## config.mk

```make
export PLATFORM = sky130hd
export DESIGN_NAME = game_sequencer
export DESIGN_NICKNAME = d
export VERILOG_FILES = /design/src/rtl/game_sequencer.sv
export SDC_FILE = /design/constraint.sdc
export NUM_CORES = 1
export LEC_CHECK = 0
export BUFFER_PORTS_ARGS = -buffer_cell sky130_fd_sc_hd__buf_2
export CAP_MARGIN = 20
export CORE_MARGIN = 2
export CORE_UTILIZATION = 25
export CTS_CLUSTER_DIAMETER = 30
export DETAILED_ROUTE_END_ITERATION = 12
export HOLD_SLACK_MARGIN = 0.15
export PLACE_DENSITY_LB_ADDON = 0.2
export SYNTH_ARGS = -nofsm -noshare
export SYNTH_HDL_FRONTEND = slang
export SYNTH_SLANG_ARGS = --single-unit
```

## constraint.sdc

```tcl
create_clock -name clk -period 5.85 [get_ports clk]
set_input_delay 1.17 -clock clk [delete_from_list [all_inputs] [get_ports clk]]
set_output_delay 1.17 -clock clk [all_outputs]
set_load 0.01 [all_outputs]
```

## src/rtl/game_sequencer.sv

```systemverilog
// Tile-flip memory game sequencer: show a target 4x4 pattern, then let the player rebuild it before time runs out.
// Optional macro TILE_FLIP_NEIGHBOR_EN makes each flip also toggle the orthogonal neighbours of the chosen tile.
module game_sequencer (
  input  logic        clk,
  input  logic        reset,
  input  logic        start,
  input  logic [1:0]  level,
  input  logic [15:0] pattern,
  input  logic        tick,
  input  logic        flip_valid,
  input  logic [3:0]  flip_idx,
  input  logic        retry,
  output logic [2:0]  state,
  output logic        show_en,
  output logic [15:0] board,
  output logic [5:0]  time_left,
  output logic [7:0]  moves,
  output logic        win,
  output logic        lose
);

  typedef enum logic [2:0] {
    IDLE = 3'd0,
    SHOW = 3'd1,
    PLAY = 3'd2,
    WIN  = 3'd3,
    LOSE = 3'd4
  } state_t;

  state_t      state_reg;
  logic        show_en_reg;
  logic        win_reg;
  logic        lose_reg;
  logic [15:0] board_reg;
  logic [5:0]  time_left_reg;
  logic [7:0]  moves_reg;
  logic [1:0]  level_reg;
  logic [15:0] pattern_reg;
  logic [4:0]  show_cnt_reg;
  logic [15:0] flip_mask;

  function automatic logic [4:0] show_load(input logic [1:0] lvl);
    case (lvl)
      2'd0:    show_load = 5'd16;
      2'd1:    show_load = 5'd12;
      2'd2:    show_load = 5'd8;
      default: show_load = 5'd4;
    endcase
  endfunction

  function automatic logic [5:0] time_load(input logic [1:0] lvl);
    case (lvl)
      2'd0:    time_load = 6'd60;
      2'd1:    time_load = 6'd50;
      2'd2:    time_load = 6'd40;
      default: time_load = 6'd30;
    endcase
  endfunction

  // Per-tile toggle decode; neighbour terms are pruned at the grid edges so there is no wrap-around.
  for (genvar gi = 0; gi < 16; gi++) begin : g_mask
`ifdef TILE_FLIP_NEIGHBOR_EN
    localparam bit HAS_UP    = (gi >= 4);
    localparam bit HAS_DOWN  = (gi < 12);
    localparam bit HAS_LEFT  = ((gi % 4) != 0);
    localparam bit HAS_RIGHT = ((gi % 4) != 3);
    assign flip_mask[gi] = (int'(flip_idx) == gi)
                         | (HAS_UP    && (int'(flip_idx) == gi - 4))
                         | (HAS_DOWN  && (int'(flip_idx) == gi + 4))
                         | (HAS_LEFT  && (int'(flip_idx) == gi - 1))
                         | (HAS_RIGHT && (int'(flip_idx) == gi + 1));
`else
    assign flip_mask[gi] = (int'(flip_idx) == gi);
`endif
  end

  always_ff @(posedge clk or posedge reset) begin
    if (reset) begin
      state_reg     <= IDLE;
      show_en_reg   <= 1'b0;
      win_reg       <= 1'b0;
      lose_reg      <= 1'b0;
      board_reg     <= '0;
      time_left_reg <= '0;
      moves_reg     <= '0;
      level_reg     <= '0;
      pattern_reg   <= '0;
      show_cnt_reg  <= '0;
    end else begin
      case (state_reg)
        IDLE: begin
          if (start) begin
            level_reg    <= level;
            pattern_reg  <= pattern;
            show_cnt_reg <= show_load(level);
            state_reg    <= SHOW;
            show_en_reg  <= 1'b1;
          end
        end
        SHOW: begin
          if (tick) begin
            show_cnt_reg <= show_cnt_reg - 5'd1;
            if (show_cnt_reg == 5'd1) begin
              state_reg     <= PLAY;
              show_en_reg   <= 1'b0;
              board_reg     <= '0;
              moves_reg     <= '0;
              time_left_reg <= time_load(level_reg);
            end
          end
        end
        PLAY: begin
          // A solved board wins outright: the flip and tick of this cycle are dropped.
          if (board_reg == pattern_reg) begin
            state_reg <= WIN;
            win_reg   <= 1'b1;
          end else begin
            if (flip_valid) begin
              board_reg <= board_reg ^ flip_mask;
              moves_reg <= moves_reg + {7'd0, (moves_reg != 8'hFF)};
            end
            if (tick) begin
              time_left_reg <= time_left_reg - 6'd1;
              if (time_left_reg == 6'd1) begin
                state_reg <= LOSE;
                lose_reg  <= 1'b1;
              end
            end
          end
        end
        WIN, LOSE: begin
          if (retry) begin
            state_reg    <= SHOW;
            show_en_reg  <= 1'b1;
            win_reg      <= 1'b0;
            lose_reg     <= 1'b0;
            show_cnt_reg <= show_load(level_reg);
          end
        end
        default: begin
          state_reg   <= IDLE;
          show_en_reg <= 1'b0;
          win_reg     <= 1'b0;
          lose_reg    <= 1'b0;
        end
      endcase
    end
  end

  assign state     = state_reg;
  assign show_en   = show_en_reg;
  assign board     = board_reg;
  assign time_left = time_left_reg;
  assign moves     = moves_reg;
  assign win       = win_reg;
  assign lose      = lose_reg;

endmodule

```

# == Yosys cells after proc, flatten, opt, wreduce, memory -nomap -nowiden ==
# Index checks and enable logic that the tools add are counted.
# word_totals
regBits,59
out_inout_bits,36
elab_cells,112
in_bits,28
# op_classes
bitwise,3
mux,42
addsub,3
n_eq_ne,38
reduce_logical,16
# ops
cell,count
16-bit 2-to-1 mux,4
5-bit case mux with 3 select lines,3
"4-bit == test, second input constant",8
8-bit 2-to-1 mux,4
16-bit case mux with 2 select lines,1
6-bit 2-to-1 mux,4
3-bit 2-to-1 mux,7
5-bit AND reduction,4
"2-bit != test, second input constant",9
6-bit case mux with 3 select lines,1
16-bit == test,1
"4-bit by 3-bit == test with 1-bit output, second input constant",4
8-bit case mux with 2 select lines,1
16-bit XOR,1
5-bit 2-to-1 mux,3
3-bit case mux with 4 select lines,1
6-bit case mux with 2 select lines,1
1-bit 2-to-1 mux,9
8-bit by 1-bit adder with 8-bit output,1
"4-bit by 2-bit == test with 1-bit output, second input constant",2
"8-bit != test, second input constant",1
"3-bit by 2-bit == test with 1-bit output, second input constant",2
"6-bit by 1-bit == test with 1-bit output, second input constant",1
"3-bit != test, second input constant",2
other kinds (21),27

# == Logic depth before layout (Yosys ltp) ==
# Gate-level depths: netlist of the first run.
# logic_depth
depth_word,5
mapped_depth,8
ltp_nobuf,8

# == Worst setup path after synthesis of the first run ==
# OpenSTA, ideal clock, no wires.
# synth_path
kind,input -> register
startpoint,in tick
endpoint,reg show_cnt_reg[4]
n_path_buf,1
setup_ns,0.096
path_stages,5
setup_slack_ns,3.565
t_required_ns,5.754
t_arrival_ns,2.189
cell_sequence,buf_1 -> a211o_1 -> a22oi_1 -> o21ai_0 -> o31ai_1
# synth_via
elab_chain_len,2
# synth_rtl
element,line_no,source
from (decl),9,"input logic tick,"
2-bit != test (no line),--,
4-bit AND reduction (no line),--,
to (signal assigned),95,show_cnt_reg <= show_load(level);
to (signal assigned),102,show_cnt_reg <= show_cnt_reg - 5'd1;
to (signal assigned),137,show_cnt_reg <= show_load(level_reg);
to (decl),39,logic [4:0] show_cnt_reg;
# Every way passes these cells.
# A chain may end at the register's enable or synchronous reset.

# == Worst setup path in the final report of the first run ==
# layout_path
startpoint,"reg state_reg[0], in the netlist state[0]"
endpoint,out state[0]
# layout_rtl
element,line_no,source
from (decl),30,state_t state_reg;
from (signal assigned),79,state_reg <= IDLE;
from (signal assigned),96,state_reg <= SHOW;
from (signal assigned),104,state_reg <= PLAY;
to (decl),13,"output logic [2:0] state,"
# No word-level cell between the ends.

==> run summary, run 1 <==
The clock transition at the registers of the reported paths is 50 ps. The number of synthesized register bits came out at 59. The switching power as a share of total power is 0.3933. The area taken by flip-flops and latches came out at 1476 sq um. The commonest register cell after synthesis is sky130_fd_sc_hd__dfrtp_1.

Setup repair after global routing left no endpoint under its margin. The delay contributed by the slowest stage of the critical path is 740 ps. The slowest stage of the critical path belongs to the cell sky130_fd_sc_hd__dfrtp_1.

The total count of max-transition violations in the final report is 0. The combinational power share is 0.399. From bottom edge to top edge, the die measures 121.7 um. The final wirelength came out at 9344 um. The internal power of the cells totals 1.246 mW. The first detailed-routing pass ran for 4 iterations. The final setup violation count came out at 0. The async set-or-reset flop fraction in the synthesized netlist is 1.000. The worst-case vdd ir drop is 190.6 uV. The number of standard-cell rows in the floorplan is 43.

Each instance of the synthesized netlist takes up on average 9.902 sq um. The core utilization of the finished layout came out at 0.3082. For this run the aggregate overflow at the end of global routing stands at 0. The number of port buffers is 63. The worst setup path is captured at an output port. In this run the power density over the cells is 485.6 nW/um^2. The number of gates resized after CTS is 0.

The portion of synthesized cell area occupied by the leading cell type is 0.4260. The number of nets with antenna violations after detailed routing is 0. The pin slew with the least headroom to its limit is 767.5 ps. The synthesis warning total is 0. Along the worst path, the maximum fanout reaches 22.

The start-to-end type of the worst setup path is reg2out. The most area-hungry cell type in the Yosys netlist is sky130_fd_sc_hd__dfrtp_1. TritonCTS built the clock tree. The filler cell count in the final layout is 1432.

Ranked by total cell area, the synthesized netlist is headed by sky130_fd_sc_hd__dfrtp_1 (43%), sky130_fd_sc_hd__mux2_2 (5.5%), sky130_fd_sc_hd__ha_1 (5.1%). The aggregate negative setup slack came out at 0 ps. The congestion estimate from routability-driven global placement came to 0.7957. The share of the Yosys chip area taken by registers is 0.4260. Synthesis instantiated 53 different standard cells from the library. The buffers plus inverters on the worst setup path is 1. The number of sinks driven by the clock tree came out at 59. The clock latency on the worst-skew pair is 330 ps.

The final hold violation count is 0. The cell area after technology mapping is 3466 sq um. The starting density of the core is 0.2526. The post-layout net count came out at 452. The repair_antennas step left the layout with diodes totalling 0. The run finished with clean final reports. The area growth from synthesis to layout is 21.99%. The data arrival time of the critical path is 1320 ps. The pin count of the biggest net entering global routing came out at 60. The number of levels the H-tree was split into is 3. The count of hold-fix buffers inserted at cts came out at 0. The area of the core came out at 13720 sq um. The detail-routed net length per standard cell came out at 15.73 um. When the netlist entered floorplanning its net count stood at 392. The floorplan step defined a die boundary enclosing 14820 sq um. The number of antenna violations at the first check in global routing came out at 0.

The number of post-CTS setup repair buffers is 0. The die extent in x came out at 121.7 um. Summed over all nets, the switching power comes to 807.4 uW. The number of placed I/O pins is 64.

The number of max-cap violations is 0. In this run the worst hold path is classified as reg2reg. The critical path goes through buf_2. The clock arrives with 6.097 ps of skew. The via count of the first global-routing pass is 2940. The multi-input logic area is 1852 sq um. The detailed router's first-iteration violation count is 258. In this run the deepest clock path goes through 2 buffers.

The share of layout cells above drive strength 1 is 0.2609. The remaining routing DRC violations came out at 0. The data required time at the worst endpoint came out at 4680 ps.

Timing would allow up to 401.7 MHz. The number of enable flip-flop cells after synthesis is 0. The total global-route track usage is 0.1336. The clock buffer count from CTS came out at 9.

For this block, the via count after detailed routing is 2931. After detailed routing, the number of vias per cell comes to 4.934. The sequential share of power came out at 0.369. The number of standard cells after synthesis came out at 350. The shortest clock period the worst path allows after layout is 2489 ps.

The headroom to the max-slew limit is 0.4884. The share of total power dissipated in the clock network is 0.233. The share of the clock period used by the worst path after layout is 0.4255. Detailed placement finished with a half-perimeter wire length of 6615 um.

The worst setup path is launched from a flop. The cell at the root of the clock tree is sky130_fd_sc_hd__clkbuf_16. The wire length of the first global-routing pass is 15420 um. The leakage component of the power came out at 1.905 nW. Grouping stages by cell kind, the critical path spends the most delay in flip-flops.
==> cell usage in the layout (no fill, tap or decap), drive strengths merged, types with 3 or more instances in the layout <==
cell,n
mux2i,15
o21ai,18
ha,14
o31ai,10
dfrtp,59
xnor2,16
nor2b,6
o21a,3
nor4,4
clkinv,3
nand2b,3
o211ai,9
nand2,34
o22ai,3
o311ai,4
a21oi,5
nor3b,3
nand3,16
clkbuf,12
nand4,23
and3,3
nor2,18
inv,13
nor3,7
buf,68
mux2,17
==> per-layer routing <==
layer	global-route usage	vias to the layer above	part of all wire
met5	0	-	0
met4	0.04023	0	0.011
met3	0.04120	8	0.051
met2	0.2147	78	0.48
met1	0.1726	1427	0.46
li1	-	1418	-
==> area by class of cell <==
cell class,count,area share
multi-input combinational,259,0.4380
sequential,59,0.3492
timing repair buffer,68,0.08612
clock buffer,12,0.05830
tap,180,0.05327
inverter,13,0.01154
clock inverter,3,0.003551
==> final timing paths <==
kind                       slack [ps]     start  depth (start not counted)         endpoint
setup reg to reg                 3430  board[9]                          5     time_left[3]
hold / removal                    490       win                          2              win
hold reg to reg                   490       win                          2              win
min in group asynchronous        1070     reset                          3  pattern_reg[12]
max in group asynchronous        4280     reset                          3     time_left[2]
setup / recovery                 3360  state[0]                          1         state[0]
==> worst min-delay path, cell delays in order, from the launching register on <==
cell	delay, ps
sky130_fd_sc_hd__dfrtp_1	340
sky130_fd_sc_hd__nand2_1	50
sky130_fd_sc_hd__nand2_1	60
==> cell usage after synthesis (2+ instances only) <==
cell type / instances
sky130_fd_sc_hd__dfrtp_1: 59
sky130_fd_sc_hd__nand2_1: 34
sky130_fd_sc_hd__nand4_1: 21
sky130_fd_sc_hd__nor2_1: 18
sky130_fd_sc_hd__mux2_2: 17
sky130_fd_sc_hd__o21ai_0: 16
sky130_fd_sc_hd__xnor2_1: 16
sky130_fd_sc_hd__mux2i_1: 15
sky130_fd_sc_hd__nand3_1: 15
sky130_fd_sc_hd__ha_1: 14
sky130_fd_sc_hd__inv_1: 13
sky130_fd_sc_hd__clkbuf_1: 10
sky130_fd_sc_hd__o31ai_1: 10
sky130_fd_sc_hd__o211ai_1: 9
sky130_fd_sc_hd__nor3_1: 7
sky130_fd_sc_hd__buf_2: 6
sky130_fd_sc_hd__nor2b_1: 6
sky130_fd_sc_hd__a21oi_1: 5
sky130_fd_sc_hd__and3_1: 3
sky130_fd_sc_hd__nand2b_1: 3
sky130_fd_sc_hd__nor4_1: 3
sky130_fd_sc_hd__o21a_1: 3
sky130_fd_sc_hd__o22ai_1: 3
sky130_fd_sc_hd__a211oi_1: 2
sky130_fd_sc_hd__a22o_1: 2
sky130_fd_sc_hd__a2bb2oi_1: 2
sky130_fd_sc_hd__a31oi_1: 2
sky130_fd_sc_hd__a41oi_1: 2
sky130_fd_sc_hd__buf_6: 2
sky130_fd_sc_hd__nand3b_1: 2
sky130_fd_sc_hd__nand4_2: 2
sky130_fd_sc_hd__nor3b_2: 2
sky130_fd_sc_hd__o21ai_1: 2
sky130_fd_sc_hd__o221ai_1: 2
sky130_fd_sc_hd__o311ai_0: 2
sky130_fd_sc_hd__o311ai_1: 2
sky130_fd_sc_hd__or4_1: 2
==> through the flow <==
step	power [mW]	cell area (sq um)	std cells	hold slack (ps)	setup WS, ps
2_1_floorplan	1.326	3466	350	494.5	3224
3_3_place_gp	1.572	3940	577	466.1	2873
3_5_place_dp	1.584	3940	577	472.5	2795
4_1_cts	2.078	4202	592	489.2	2787
5_1_grt	2.220	4228	594	540.4	3238
6_report	2.053	4228	594	487.6	3361
==> power groups by stage <==
stage / clock network, mW / registers (mW) / logic, mW
floorplan: 0 / 0.725 / 0.601
CTS: 0.495 / 0.759 / 0.824
global placement: 0 / 0.759 / 0.813
finish: 0.478 / 0.757 / 0.818
detailed placement: 0 / 0.764 / 0.820
global route: 0.510 / 0.792 / 0.918
==> kinds of logic (layout without fill, tap and decap cells) <==
| logic type | Yosys count | in the layout | synth area share |
|---|---|---|---|
| XOR/XNOR | 16 | 16 | 0.04043 |
| adder cells (fa/ha/maj) | 14 | 14 | 0.05054 |
| AO/OA/AOI/OAI | 71 | 71 | 0.1422 |
| multiplexers | 32 | 32 | 0.09855 |
| AND/OR/NAND/NOR | 126 | 126 | 0.2011 |
| buffers and inverters | 32 | 96 | 0.04116 |
| flip-flops | 59 | 59 | 0.4260 |
No activity file was read; power rests on OpenSTA's default activity.
==> run 2, diff against run 1 <==
Clock period 5.85 ns to 2.6 ns, I/O delays scaled along.
==> run 2 against run 1 <==
Net effect:
- worst setup slack got worse by 3000 ps
- via count decreased by 0.92%
- utilization increased by 1.1 points
- highest routed layer unchanged
==> run summary, run 2 (synthesis results as in run 1) <==
The remaining global-route overflow is 0 (unchanged). The worst reg2reg path depth is 6 (was 5). The total length of routed met2 wires came to 4556 um (was 4503 um). The clock latency on the worst-skew pair came out at 330 ps (about the same). The standard cell with the maximum stage delay on the critical path is sky130_fd_sc_hd__or4_1 (was sky130_fd_sc_hd__dfrtp_1). Outcome: completed (unchanged). The number of levels the H-tree was split into is 3 (unchanged). Based on the critical path, the design can be clocked at up to 442.8 MHz. The shortest clock period the worst path allows after layout is 2258 ps.

The data required time at the worst endpoint came out at 2780 ps (was 4680 ps). The floorplan die area is 14820 sq um (unchanged). The number of gates resized after CTS is 0 (unchanged). The aggregate negative setup slack came out at 0 ps (unchanged). The number of placed instances with taps included is 586 (was 577). The share of the clock period used by the worst path after layout came out at 0.8686. The top layer reached by signal wires is met4 (unchanged). The minimum setup slack among reg-to-reg paths is 340 ps (was 3430 ps).

The filler cell count in the final layout is 1418 (was 1432). The area growth from synthesis to layout is 26.21% (was 21.99%). The final wirelength came out at 9314 um (was 9344 um). The remaining routing DRC violations is 0 (unchanged).

The dominant delay contributor by cell family on the critical path is simple AND/OR/NAND/NOR gates (was flip-flops). The routed via count was 2904 (was 2931). The number of standard-cell rows in the floorplan is 43 (unchanged).

The final hold violation count is 0 (unchanged). The worst slack at placement is 349.2 ps (was 2795 ps). The post-layout net count came out at 459 (was 452). The start-to-end type of the worst setup path is reg2reg (was reg2out). The end point of the critical path is time_left[3] (was state[0]). The element type at the critical path start is a flop (unchanged). The number of nets with antenna violations after detailed routing is 0 (unchanged). The final setup violation count is 0 (unchanged). The die extent in x is 121.7 um (unchanged). The count of TritonRoute iterations in the first routing pass came out at 4 (unchanged). The detailed router's first-iteration violation count was 175 (was 258). The total count of max-transition violations in the final report is 0 (unchanged). The number of sinks driven by the clock tree came to 59 (unchanged). Most frequent cells in the layout: sky130_fd_sc_hd__buf_2 (63), sky130_fd_sc_hd__dfrtp_1 (59), sky130_fd_sc_hd__nand2_1 (34), sky130_fd_sc_hd__nand4_1 (21), sky130_fd_sc_hd__nor2_1 (18) (unchanged). The area of the core is 13720 sq um (unchanged).

The number of port buffers is 63 (unchanged). The routed length on met3 is 417 um (was 473 um). The number of post-CTS setup repair buffers is 0 (unchanged). The endpoint type of the worst setup path is a flop (was output port). The leakage component of the power is 1.978 nW (was 1.905 nW).

The detailed-routing wirelength on met1 is 4228 um (was 4262 um). The areal power density over the cells came out at 1135 nW/um^2 (was 485.6 nW/um^2). The maximum number of buffers from clock root to sink is 2 (unchanged).

The highest fanout seen on the critical path came out at 19 (was 22). The final instance count without filler cells came out at 602 (was 594). The cell at the root of the clock tree is sky130_fd_sc_hd__clkbuf_16 (unchanged). The number of placed I/O pins is 64 (unchanged).

The via count of the first global-routing pass came to 2920 (was 2940). The class of the most critical hold timing path is in2async (was reg2reg). The headroom to the max-slew limit is 0.5013 (was 0.4884). The worst reg2reg path endpoint is time_left[3] (unchanged). The vertical die dimension came out at 121.7 um (unchanged).

The critical path startpoint was board[9] (was state[0]). The buffers plus inverters on the worst setup path is 1 (unchanged). The worst-case vdd ir drop is 421.8 uV (was 190.6 uV).

The pin count of the biggest net entering global routing came out at 32 (was 60). The most common cell after layout, fill and taps aside is sky130_fd_sc_hd__buf_2 (unchanged). The detail-routed net length per standard cell was 15.47 um (was 15.73 um). The clock buffer count from CTS is 9 (unchanged). The clock tree from TritonCTS is built (unchanged). The count of antenna diodes in the layout came out at 0 (unchanged). The multi-input logic area is 1852 sq um (unchanged). The HPWL reported at the end of detailed placement was 6844 um (was 6615 um). The number of antenna violations at the first check in global routing came out at 0 (unchanged). Ordered list of cells on the worst path: xnor2_1 -> nand4_1 -> or4_1 -> buf_4 -> nor2_1 -> o21ai_0 (was buf_2). The total global-route track usage came to 0.1350 (was 0.1336). The starting density of the core came out at 0.2526 (unchanged). The area taken by flip-flops and latches was 1476 sq um (unchanged). Setup repair after global routing missed its margin: false (unchanged). The data arrival time of the critical path came out at 2440 ps (was 1320 ps).

The final worst setup slack is 341.7 ps (was 3361 ps). The final setup skew came out at 7.787 ps (was 6.097 ps). The routed via count divided by cell count is 4.824 (was 4.934). The number of max-cap violations came to 0 (unchanged).

The startpoint of the worst register-to-register path is board[9] (unchanged). The wire length of the first global-routing pass came out at 15400 um (was 15420 um). The pin slew with the least headroom to its limit is 746.9 ps (was 767.5 ps).

The number of logic stages on the critical path including buffering came to 6 (was 1). The share of layout cells above drive strength 1 is 0.2773 (was 0.2609). The count of hold-fix buffers inserted at cts is 0 (unchanged). The clock transition at the registers of the reported paths is 60 ps (was 50 ps). The delay contributed by the slowest stage of the critical path is 520 ps (was 740 ps). The global placer's final weighted congestion is 0.8014 (was 0.7957).
==> run 2: cell types whose count changed in the layout (fill, tap and decap cells not counted), sizes merged <==
cell,previous run,this run
clkinv,3,2
bufinv,0,3
clkbuf,12,10
buf,68,75
inv,13,14
==> run 2: how the worst min path moves through the flow <==
stage / start / to / slack (ps) / cells past startpoint
2_1_floorplan: show_cnt_reg[1] / show_cnt_reg[1] / 490 / 2
3_3_place_gp: win / win / 460 / 2
3_5_place_dp: win / win / 490 / 2
4_1_cts: reset / show_cnt_reg[1] / 350 / 2
5_1_grt: reset / show_cnt_reg[1] / 390 / 2
6_report: reset / show_en / 320 / 2
==> run 2: final cells by class <==
| cell class | instances | share of cell area |
|---|---|---|
| clock buffers | 10 | 0.05235 |
| clock inverters | 6 | 0.02574 |
| inverters | 13 | 0.01116 |
| multi-input cells | 259 | 0.4233 |
| flip-flops and latches | 59 | 0.3375 |
| well taps | 180 | 0.05149 |
| repair buffers | 75 | 0.09840 |
==> run 2: metrics by stage <==
stage	hold slack [ps]	area (sq um)	util	power, mW
floorplan	494.5	3466	-	2.984
global placement	464.6	4033	0.2939	3.600
detailed placement	491.7	4033	0.2939	3.633
CTS	354.0	4374	0.3188	5.047
global route	387.3	4374	0.3188	5.399
finish	323.4	4374	0.3188	4.966
==> run 2: power by group <==
group | total (mW) | switching, mW | internal, mW
Clock | 1.38 | 0.437 | 0.939
Combinational | 1.93 | 1.01 | 0.923
Sequential | 1.66 | 0.389 | 1.27
Total | 4.97 | 1.83 | 3.13
==> run 2: routing by layer <==
metal,vias up,global-route usage
li1,1433,-
met1,1406,0.1647
met2,56,0.2287
met3,9,0.04682
met4,0,0.03233
met5,-,0
==> run 3, diff against run 2 <==
Settings changed: CTS_BUF_LIST set to sky130_fd_sc_hd__clkbuf_16.
Clock period 2.6 ns to 2.05 ns, I/O delays scaled along.
==> run 3 against run 2 <==
Net effect:
- fmax is 16% higher
- global-route usage is 0.34 points higher
- largest power group unchanged
- die area stayed put
==> run summary, run 3 (synthesis results as in run 1) <==
Outcome: completed (unchanged). The cell at the root of the clock tree is sky130_fd_sc_hd__clkbuf_16 (unchanged). The worst hold slack is 309.3 ps (was 323.4 ps). The number of antenna violations at the first check in global routing came out at 0 (unchanged).

The highest fanout seen on the critical path came out at 19 (unchanged). The die extent in x came out at 121.7 um (unchanged). The final wirelength is 9552 um (was 9314 um). The post-layout net count is 488 (was 459).

The startpoint of the worst register-to-register path is board[2] (was board[9]). The number of port buffers came to 63 (unchanged). The final hold violation count was 0 (unchanged). The maximum number of buffers from clock root to sink is 2 (unchanged). The leakage component of the power is 2.095 nW (was 1.978 nW).

The data required time at the worst endpoint came out at 2300 ps (was 2780 ps). The headroom to the max-slew limit was 0.6548 (was 0.5013). The startpoint identified for the worst hold timing path is pattern[15]. The vertical die dimension came out at 121.7 um (unchanged).

The worst-case vdd ir drop came out at 489.8 uV (was 421.8 uV). The number of levels the H-tree was split into was 3 (unchanged). The critical path startpoint is board[2] (was board[9]). The count of TritonRoute iterations in the first routing pass is 4 (unchanged). The routed via count came out at 3025 (was 2904). The final setup violation count is 0 (unchanged). The total count of max-transition violations in the final report is 0 (unchanged). The most common cell after layout, fill and taps aside is sky130_fd_sc_hd__buf_2 (unchanged). The clock buffer count from CTS is 9 (unchanged). The total non-filler cell area in the finished layout is 4587 sq um (was 4374 sq um).

The area growth from synthesis to layout was 32.35% (was 26.21%). The final instance count without filler cells came out at 630 (was 602). The number of placed I/O pins is 64 (unchanged).

Most frequent cells in the layout: sky130_fd_sc_hd__buf_2 (63), sky130_fd_sc_hd__dfrtp_1 (59), sky130_fd_sc_hd__buf_4 (37), sky130_fd_sc_hd__nand2_1 (34), sky130_fd_sc_hd__nand4_1 (21) (was sky130_fd_sc_hd__buf_2 (63), sky130_fd_sc_hd__dfrtp_1 (59), sky130_fd_sc_hd__nand2_1 (34), sky130_fd_sc_hd__nand4_1 (21), sky130_fd_sc_hd__nor2_1 (18)). The count of antenna diodes in the layout came out at 0 (unchanged). The via count of the first global-routing pass is 2980 (was 2920). The wire length of the first global-routing pass came out at 15780 um (was 15400 um). The final setup skew is 7.562 ps (was 7.787 ps). The number of nets with antenna violations after detailed routing came out at 0 (unchanged). The start-to-end type of the worst setup path is reg2reg (unchanged). The clock tree from TritonCTS is built (unchanged). The pin count of the biggest net entering global routing is 23 (was 32). The endpoint type of the worst setup path was a flop (unchanged). The clock latency on the worst-skew pair is 330 ps (about the same). The data arrival time of the critical path is 2200 ps (was 2440 ps). The starting density of the core came out at 0.2526 (unchanged). The number of sinks driven by the clock tree came out at 59 (unchanged). The global placer's final weighted congestion came out at 0.8221 (was 0.8014). The core utilization of the finished layout came out at 0.3343 (was 0.3188). The class of the most critical hold timing path is in2reg (was in2async). The share of the clock period used by the worst path after layout is 0.9503 (was 0.8686).

The shortest clock period the worst path allows after layout is 1948 ps (was 2258 ps). The total global-route track usage is 0.1384 (was 0.1350). The number of standard-cell rows in the floorplan came out at 43 (unchanged). The area of the core came out at 13720 sq um (unchanged). The remaining global-route overflow came out at 0 (unchanged). The clock transition at the registers of the reported paths was 50 ps (was 60 ps). The detail-routed net length per standard cell was 15.16 um (was 15.47 um). The routed via count divided by cell count is 4.802 (was 4.824).

The number of max-cap violations was 0 (unchanged). The floorplan die area is 14820 sq um (unchanged). The pin slew with the least headroom to its limit was 513.9 ps (was 746.9 ps). The remaining routing DRC violations is 0 (unchanged). The share of layout cells above drive strength 1 was 0.3378 (was 0.2773).

The detailed router's first-iteration violation count came out at 172 (was 175). The element type at the critical path start is a flop (unchanged). The power after layout is 6.327 mW (was 4.966 mW).

The cell area after placement is 4228 sq um (was 4033 sq um). The number of placed instances with taps included is 612 (was 586). The maximum clock frequency came out at 513.3 MHz (was 442.8 MHz). The areal power density over the cells is 1379 nW/um^2 (was 1135 nW/um^2). The HPWL reported at the end of detailed placement was 7221 um (was 6844 um).
-- run 3: changes by cell type in the layout (fill, tap and decap cells not counted), sizes merged --
cell / change
buf: +28
bufinv: -2
clkbuf: -1
clkinv: +1
clkinvlp: +2
dlygate4sd3: +1
inv: -1
-- run 3: final cells by class --
type	count	area, sq um
Inverter	13	48.80
Sequential cell	59	1476
Tap cell	180	225.2
Multi-Input combinational cell	259	1899
Fill cell	1415	9133
Timing Repair Buffer	104	654.4
Clock inverter	6	57.56
Clock buffer	9	225.2
-- run 3: worst paths after layout --
path                            slack, ps  depth (start not counted)               to
worst max-delay path                  100                          6         board[6]
worst min-delay path                  310                          2  pattern_reg[15]
worst max register to register        100                          6         board[6]
worst min register to register        480                          2              win
max in group asynchronous             750                          4        board[10]
min in group asynchronous             650                          3          show_en
-- run 3: worst max-delay path: stages, from the launching register on --
cell	delay (ps)
sky130_fd_sc_hd__dfrtp_1	400
sky130_fd_sc_hd__xnor2_1	170
sky130_fd_sc_hd__nand4_1	190
sky130_fd_sc_hd__or4_1	530
sky130_fd_sc_hd__buf_4	220
sky130_fd_sc_hd__nand4_1	140
sky130_fd_sc_hd__mux2i_1	210
-- run 3: repair_timing --
action                                  CTS  global route
endpoints found under the setup margin    1            21
buffers inserted                          0             2
resized for setup                         1            11
gates cloned                              0             0
hold buffers                              1             0
endpoints found under the hold margin    16             0
pin swaps                                 0             1
-- run 3: where the power goes --
| part | switching (mW) | leakage (nW) | total, mW | internal, mW |
|---|---|---|---|---|
| Clock | 0.529 | 0.132 | 1.45 | 0.921 |
| Sequential | 0.430 | 0.744 | 2.04 | 1.61 |
| Combinational | 1.43 | 1.22 | 2.83 | 1.40 |
-- run 3: metrics by stage --
stage | TNS [ps] | worst slack (ps)
CTS | 0 | 24.57
finish | 0 | 101.9
floorplan | 0 | 124.4
global placement | 0 | 21.07
detailed placement | 0 | 15.50
global route | -6.466 | -6.466
-- run 3: per-layer routing --
layer,up-vias,GRT usage,share of wire
li1,1491,-,-
met1,1449,0.1792,0.47
met2,80,0.2228,0.47
met3,5,0.04448,0.055
met4,0,0.03664,0.0084
met5,-,0,0
